### config.mk
export PLATFORM = sky130hd
export DESIGN_NAME = rename_regfile
export DESIGN_NICKNAME = d
export VERILOG_FILES = /design/src/rtl/rename_regfile.sv
export SDC_FILE = /design/constraint.sdc
export NUM_CORES = 2
export LEC_CHECK = 0
export BUFFER_PORTS_ARGS = -buffer_cell sky130_fd_sc_hd__buf_4
export CORE_MARGIN = 2
export CORE_UTILIZATION = 60
export DETAILED_ROUTE_END_ITERATION = 16
export GPL_ROUTABILITY_DRIVEN = 1
export PLACE_DENSITY = 0.75
export SLEW_MARGIN = 0
export SYNTH_ARGS = -nofsm -noshare
export SYNTH_HDL_FRONTEND = slang
export SYNTH_SLANG_ARGS = --single-unit
### constraint.sdc
create_clock -name clk -period 51 [get_ports clk]
set_clock_uncertainty 0.15 [all_clocks]
set_input_delay 15.3 -clock clk [delete_from_list [all_inputs] [get_ports clk]]
set_output_delay 15.3 -clock clk [all_outputs]
set_load 0.02 [all_outputs]
### src/rtl/rename_regfile.sv
// Architectural register file with per-register busy/tag rename status.
// Dispatch reads operands (or producer tags) on NUM_RD a/b port pairs and
// renames a destination. ROB commit writes values back. A commit only clears
// busy when its tag matches the stored tag. Flush drops every outstanding
// rename. Register 0 is hardwired to zero and is never busy.
//
// There are no valid/ready handshakes here. Each control input (alloc, commit,
// flush) is a single-cycle strobe that the block always accepts on the edge.
module rename_regfile #(
  parameter  int DATA_W   = 32,
  parameter  int NUM_REGS = 32,
  parameter  int TAG_W    = 3,
  parameter  int NUM_RD   = 2,
  localparam int AW       = $clog2(NUM_REGS)
) (
  input  logic                     clk,
  input  logic                     rst,
  input  logic                     alloc,
  input  logic [AW-1:0]            alloc_dest,
  input  logic [TAG_W-1:0]         alloc_tag,
  input  logic                     commit,
  input  logic [AW-1:0]            commit_dest,
  input  logic [TAG_W-1:0]         commit_tag,
  input  logic [DATA_W-1:0]        commit_data,
  input  logic                     flush,
  input  logic [NUM_RD*AW-1:0]     src_a,
  input  logic [NUM_RD*AW-1:0]     src_b,
  output logic [NUM_RD*DATA_W-1:0] reg_a,
  output logic [NUM_RD*DATA_W-1:0] reg_b,
  output logic [NUM_RD-1:0]        valid_a,
  output logic [NUM_RD-1:0]        valid_b,
  output logic [NUM_RD*TAG_W-1:0]  tag_a,
  output logic [NUM_RD*TAG_W-1:0]  tag_b,
  input  logic [AW-1:0]            dbg_idx,
  output logic [DATA_W-1:0]        dbg_data,
  output logic [AW:0]              busy_count
);

  logic [DATA_W-1:0] data_q [NUM_REGS];
  logic [TAG_W-1:0]  tag_q  [NUM_REGS];
  logic [TAG_W-1:0]  tag_d  [NUM_REGS];
  logic [NUM_REGS-1:0] valid_q, valid_d;
  logic [AW:0]         busy_q, busy_d;

  logic commit_en;
  logic alloc_en;

  assign commit_en = commit && (commit_dest != '0);
  // Flush suppresses a same-cycle rename.
  assign alloc_en  = alloc && (alloc_dest != '0) && !flush;

  // Next-state rename status: commit clears busy first, then alloc overrides.
  always_comb begin
    valid_d = valid_q;
    tag_d   = tag_q;
    if (commit_en && (tag_q[commit_dest] == commit_tag)) begin
      valid_d[commit_dest] = 1'b1;
    end
    if (flush) begin
      valid_d = '1;
    end else if (alloc_en) begin
      valid_d[alloc_dest] = 1'b0;
      tag_d[alloc_dest]   = alloc_tag;
    end
    valid_d[0] = 1'b1;
  end

  // Busy count is the population count of the next-state busy flags, so the
  // +1 / -1 / 0 cases (including re-renaming a busy register) fall out directly.
  always_comb begin
    busy_d = '0;
    for (int r = 1; r < NUM_REGS; r++) begin
      if (!valid_d[r]) busy_d = busy_d + (AW+1)'(1);
    end
  end

  // State registers; data is written by every non-zero commit, even on a
  // stale tag or during flush.
  always_ff @(posedge clk or posedge rst) begin
    if (rst) begin
      for (int r = 0; r < NUM_REGS; r++) begin
        data_q[r] <= '0;
        tag_q[r]  <= '0;
      end
      valid_q <= '1;
      busy_q  <= '0;
    end else begin
      if (commit_en) data_q[commit_dest] <= commit_data;
      for (int r = 0; r < NUM_REGS; r++) begin
        tag_q[r] <= tag_d[r];
      end
      valid_q <= valid_d;
      busy_q  <= busy_d;
    end
  end

  // One read port: {valid, tag, data}. It reflects this cycle's commit but not
  // this cycle's alloc, so dispatch sees the pre-rename producer.
  function automatic logic [DATA_W+TAG_W:0] read_port(input logic [AW-1:0] idx);
    logic [DATA_W-1:0] d;
    logic              v;
    logic [TAG_W-1:0]  t;
    if (idx == '0) begin
      d = '0;
      v = 1'b1;
      t = '0;
    end else if (commit_en && (commit_dest == idx)) begin
      d = commit_data;
      v = (tag_q[idx] == commit_tag) ? 1'b1 : valid_q[idx];
      t = tag_q[idx];
    end else begin
      d = data_q[idx];
      v = valid_q[idx];
      t = tag_q[idx];
    end
    return {v, t, d};
  endfunction

  // Combinational operand read on every a/b pair.
  always_comb begin
    logic [DATA_W+TAG_W:0] ra, rb;
    reg_a   = '0;
    reg_b   = '0;
    valid_a = '0;
    valid_b = '0;
    tag_a   = '0;
    tag_b   = '0;
    for (int i = 0; i < NUM_RD; i++) begin
      ra = read_port(src_a[i*AW +: AW]);
      rb = read_port(src_b[i*AW +: AW]);
      reg_a[i*DATA_W +: DATA_W] = ra[DATA_W-1:0];
      tag_a[i*TAG_W +: TAG_W]   = ra[DATA_W +: TAG_W];
      valid_a[i]                = ra[DATA_W+TAG_W];
      reg_b[i*DATA_W +: DATA_W] = rb[DATA_W-1:0];
      tag_b[i*TAG_W +: TAG_W]   = rb[DATA_W +: TAG_W];
      valid_b[i]                = rb[DATA_W+TAG_W];
    end
  end

  assign dbg_data   = data_q[dbg_idx];
  assign busy_count = busy_q;

endmodule

## Word-level counts from Yosys, hierarchy flattened

Index checks and enable logic that the tools add are counted.

- Memories kept: 0
- Bits in writable memories: 0
- Bits in read-only memories: 0
- Register bits after elaboration: 1157
- Bits in latches: 0
- Output and inout bits: 182
- Word-level logic and storage cells: 259

- Multiply operators: 0
- Div/mod/pow operators: 0
- Order comparisons: 17
- Bitwise logic cells: 11
- Equality and inequality tests: 9
- Mux-type cells: 106
- Reductions and logical operators: 20
- Shift operators: 0
- Add/sub/neg operators: 30

Operators with widths:

| cell | number |
|---|---|
| $bwmux W1024 | 1 |
| $bmux W32 S5 | 5 |
| $mux W32 | 22 |
| $add A6 B1 Y6 const B | 30 |
| $mux W6 | 30 |
| $demux W32 S5 | 1 |
| $bwmux W96 | 1 |
| $bmux W3 S5 | 5 |
| $mux W3 | 15 |
| $ge A6 B6 Y1 const B | 7 |
| $not A5 Y6 | 7 |
| $lt A5 B6 Y1 const B | 6 |
| $and A32 B32 Y32 | 1 |
| $not A32 Y32 | 1 |
| $or A32 B32 Y32 | 1 |
| $bmux W1 S5 | 4 |
| $eq A5 B5 Y1 | 4 |
| $logic_not A5 Y1 | 4 |
| $mux W1 | 19 |
| $demux W3 S5 | 1 |
| $eq A3 B3 Y1 | 5 |
| $logic_and A1 B1 Y1 | 12 |
| $lt A6 B1 Y1 const B | 2 |
| $demux W1 S5 | 2 |
| other kinds (5) | 7 |

## Longest topological paths before layout

- Word-level depth: 71
- Mapped depth: 99

## Least setup slack after synthesis

No wires, ideal clock.

- Path kind: input-to-output
- Start point: input src_b[0]
- End point: output reg_b[10]
- Setup slack: 16.750 ns
- Stages: 12
- Arrival: 18.800 ns
- Buffers on the path: 7
- Cells stage by stage: clkbuf_1 -> buf_1 -> clkbuf_1 -> buf_1 -> buf_1 -> xor2_1 -> nor3_1 -> nand4_1 -> clkbuf_1 -> buf_1 -> nor2_1 -> a211oi_1

- Word-level cells in the longest chain between the ends: 6
- Elaborated cells on any way between the ends: 9
- Classes of those cells: 1 x eq/ne; 5 x mux; 1 x bitwise; 2 x reduce/logical

Ends and longest elaborated chain:

| what | RTL line | RTL |
|---|---|---|
| from (decl) | 27 | `input logic [NUM_RD*AW-1:0] src_b,` |
| $not A5 Y6 (implied by the code) | 112 | `d = data_q[idx];` |
| $bmux W32 S5 | 112 |  |
| $mux W32 (implied by the code) (2 in a row) | 112 |  |
| $mux W32 | 107 | `end else if (commit_en && (commit_dest == idx)) begin` |
| $mux W32 * | 103 | `if (idx == '0) begin` |
| to (decl) | 29 | `output logic [NUM_RD*DATA_W-1:0] reg_b,` |

Every way passes the cells marked *; elsewhere a longest branch is shown, timed or not. The select of a mux whose other input is x is not followed.

## Final worst setup path

- Start point: input src_b[5]
- End point: output reg_b[35]

Same word-level chain as after synthesis.

==> impl_results.md <==
- CTS H-Tree Depth: 4
- Final hold viol count: 0
- Core Util, Final: 0.6545
- DP Wirelength: 188000 um
- I/O Pins: 260
- Initial antenna violation count: 11
- Post-synthesis sequential area ratio: 0.3063
- Min-delay src: tag_q[95]$_DFFE_PP0P_
- Area Overhead vs Synth: 8.147%
- Crit path DAT: 20540 ps
- Worst reg2reg setup slack: 31550 ps
- Clock sinks: 1157
- Routed vias/inst: 8.216
- Die Area: 0.1609 mm2
- CTS tree: done
- Worst Max-Slew Pin Slew: 1372 ps
- Max Freq: 27.79 MHz
- Crit Path Class: in2out
- Number of CTS-inserted buffers: 137
- Global-route wire length before repair: 486300 um
- Top_reg_cell synth: dfrtp_1
- Hold_buf cts: 0
- Most frequent CP cell: buf_4
- Vias in the first global route: 69830
- Fill count: 10897
- Residual DRC count: 0
- WL final: 332000 um
- Ys async rst share: 1.000
- IO buf count: 259
- Min Tclk post-route: 35990 ps
- ANT nets after route: 0
- Register bit total from synthesis: 1157
- Critical path startpoint: src_b[5]
- Post-synthesis instance total: 6648
- GRT overflow: 0
- Min-delay worst type: reg2reg
- Routability cong.: 0.9380
- Distinct cell type count after synthesis: 110
- 1st-pass router iterations: 8
- Setup TNS: 0 ps
- Final period util: 0.7057
- R2R cell count: 86
- Total stage count of the critical path: 11
- Hold depth: 0
- Final setup fails: 0
- Syn nets: 6756
- Die Span Y: 401.2 um
- Unrepaired setup endpoints after global routing: false
- Synth Cell Area: 0.09465 mm2
- Most common cell after layout, fill and taps aside: mux4_2
- Max incr delay on CP: 950 ps
- PwrDens: 34.34 mW/mm2
- Share of cells above drive strength 1: 0.5348
- Max-slew headroom: 0.08286
- Yosys Warn Count: 0
- Post-CTS resize count: 0
- Core area: 0.1564 mm2
- Fin. max-slew vios: 0
- Clk Tree Root Cell: clkbuf_16
- Maximum VDD drop: 0.03801 mV
- Commonest cells after routing, fill and taps aside: 1698 x mux4_2, 1126 x dfrtp_1, 1028 x mux2_2, 410 x nand2_1, 370 x buf_4
- Post-synth EDFFs: 0
- CTS max path bufs: 3
- Initial Util: 0.6052
- Final #Nets: 6482
- Gr usage total: 0.4152
- Site Rows: 145
- Worst-path fanout max: 73
- Post-DR wirelength/cell: 38.85 um
- # Max-Cap Violations: 0
- CP required: 35550 ps
- Clock transition at the registers of the reported paths: 60 ps
- CP Buf/Inv Count: 5
- Post-CTS Setup Repair Bufs: 0
- Largest net degree at the start of global routing: 154
- Clock Latency Late Sink: 800 ps
- Placed instance area: 0.09757 mm2
- DR vias: 70212
- Initial DRC Count: 10284
- Reg2Reg Launch Point: tag_q[84]$_DFFE_PP0P_
- Kind of end point of the critical path: primary output
- LEAKAGE: 40.91 nW
- Die width: 401.2 um
- Status: complete, no violations
- Critical path's slowest cell: buf_4
- Finished Cell Area: 0.1024 mm2
- Type of origin of the critical path: primary input
- Delay-heaviest family, CP: buffers and inverters
- Worst-path cell chain: buf_8, buf_4, buf_4, buf_4, mux4_2, nor2b_1, a211oi_1, a211oi_1, a21oi_1, a211oi_1, buf_4
- Syn Area/Cell: 14.24 um2
-- path summary, 6_finish.rpt --
kind / to
max in group asynchronous: data_q[712]$_DFFE_PP0P_
min in group asynchronous: tag_q[24]$_DFFE_PP0P_
hold reg to reg: tag_q[95]$_DFFE_PP0P_
hold / removal: tag_q[95]$_DFFE_PP0P_
setup / recovery: reg_b[35]
setup reg to reg: busy_count[4]$_DFF_PP0_
-- per-layer routing --
metal  up-vias  wire length, um  global-route usage
met5         -              211            0.001784
met1     35967           107300              0.5316
met2      6291           144300              0.5884
met4        22            25960              0.2595
met3      1477            54200              0.1739
li1      26455                -                   -
-- cell usage after synthesis (63+ instances only) --
master    count  share of area
mux4_2     1698           0.40
mux2i_1     245          0.026
buf_1       225         0.0089
nor2_1      272          0.011
xnor2_1     112          0.010
a21oi_1     117         0.0062
mux2_2     1028           0.12
a211oi_1    223          0.018
clkbuf_1    562          0.022
nand2_1     422          0.017
nor2b_1      63         0.0042
dfrtp_1    1126           0.30
-- logic make-up (layout without fill, tap and decap cells) --
group | count (synthesis) | after routing | synth area share
adders and majority gates | 32 | 32 | 0.004177
muxes | 2971 | 2971 | 0.5523
buffers and inverters | 857 | 692 | 0.03462
other | 0 | 5 | 0
and+or+nand+nor | 954 | 954 | 0.04507
AOI/OAI and AO/OA | 498 | 498 | 0.03737
xor gates and xnor gates | 179 | 179 | 0.02019
DFF | 1157 | 1157 | 0.3063
-- report_power, final --
part | internal, W | switching (W) | leakage (nW)
Combinational | 0.000672 | 0.000462 | 23.7
Sequential | 0.00108 | 0.000243 | 14.8
Clock | 0.000626 | 0.000430 | 2.36
Total | 0.00238 | 0.00114 | 40.9
-- state kept, by name, summed over array words and instances, names as in the netlist --
signal / cells
valid_q: 31
busy_count: 6
tag_q: 96
data_q: 1024
-- stage by stage --
step,total power [W],worst slack [ps],instances,hold WS (ps)
3_5_place_dp,0.002440,15020,8293,296.0
3_3_place_gp,0.002398,15060,8293,275.2
4_1_cts,0.003491,15010,8541,304.3
5_1_grt,0.003627,14690,8542,326.7
2_1_floorplan,0.002109,3014,6648,339.9
6_report,0.003515,15010,8546,304.8
-- layout make-up --
type / instances / area (um2) / share of cell area
multi-input cells: 4634 / 62670 / 0.6122
flip-flops and latches: 1157 / 28990 / 0.2832
clock buffers: 197 / 4006 / 0.03914
repair buffers: 394 / 3139 / 0.03067
well taps: 2058 / 2575 / 0.02516
clock inverters: 51 / 768.2 / 0.007505
inverters: 50 / 197.7 / 0.001931
diodes: 5 / 12.51 / 0.0001222
-- worst reg2reg max path: cells and delay by family, from the launching register on --
kind	cells	cell delay, ps
adders and majority gates	17	5110
DFF	1	430
AOI/OAI and AO/OA	30	6900
xor gates and xnor gates	12	2180
muxes	7	1860
and+or+nand+nor	17	2500
buffers and inverters	3	200
Power figures use the tool's default switching activity.
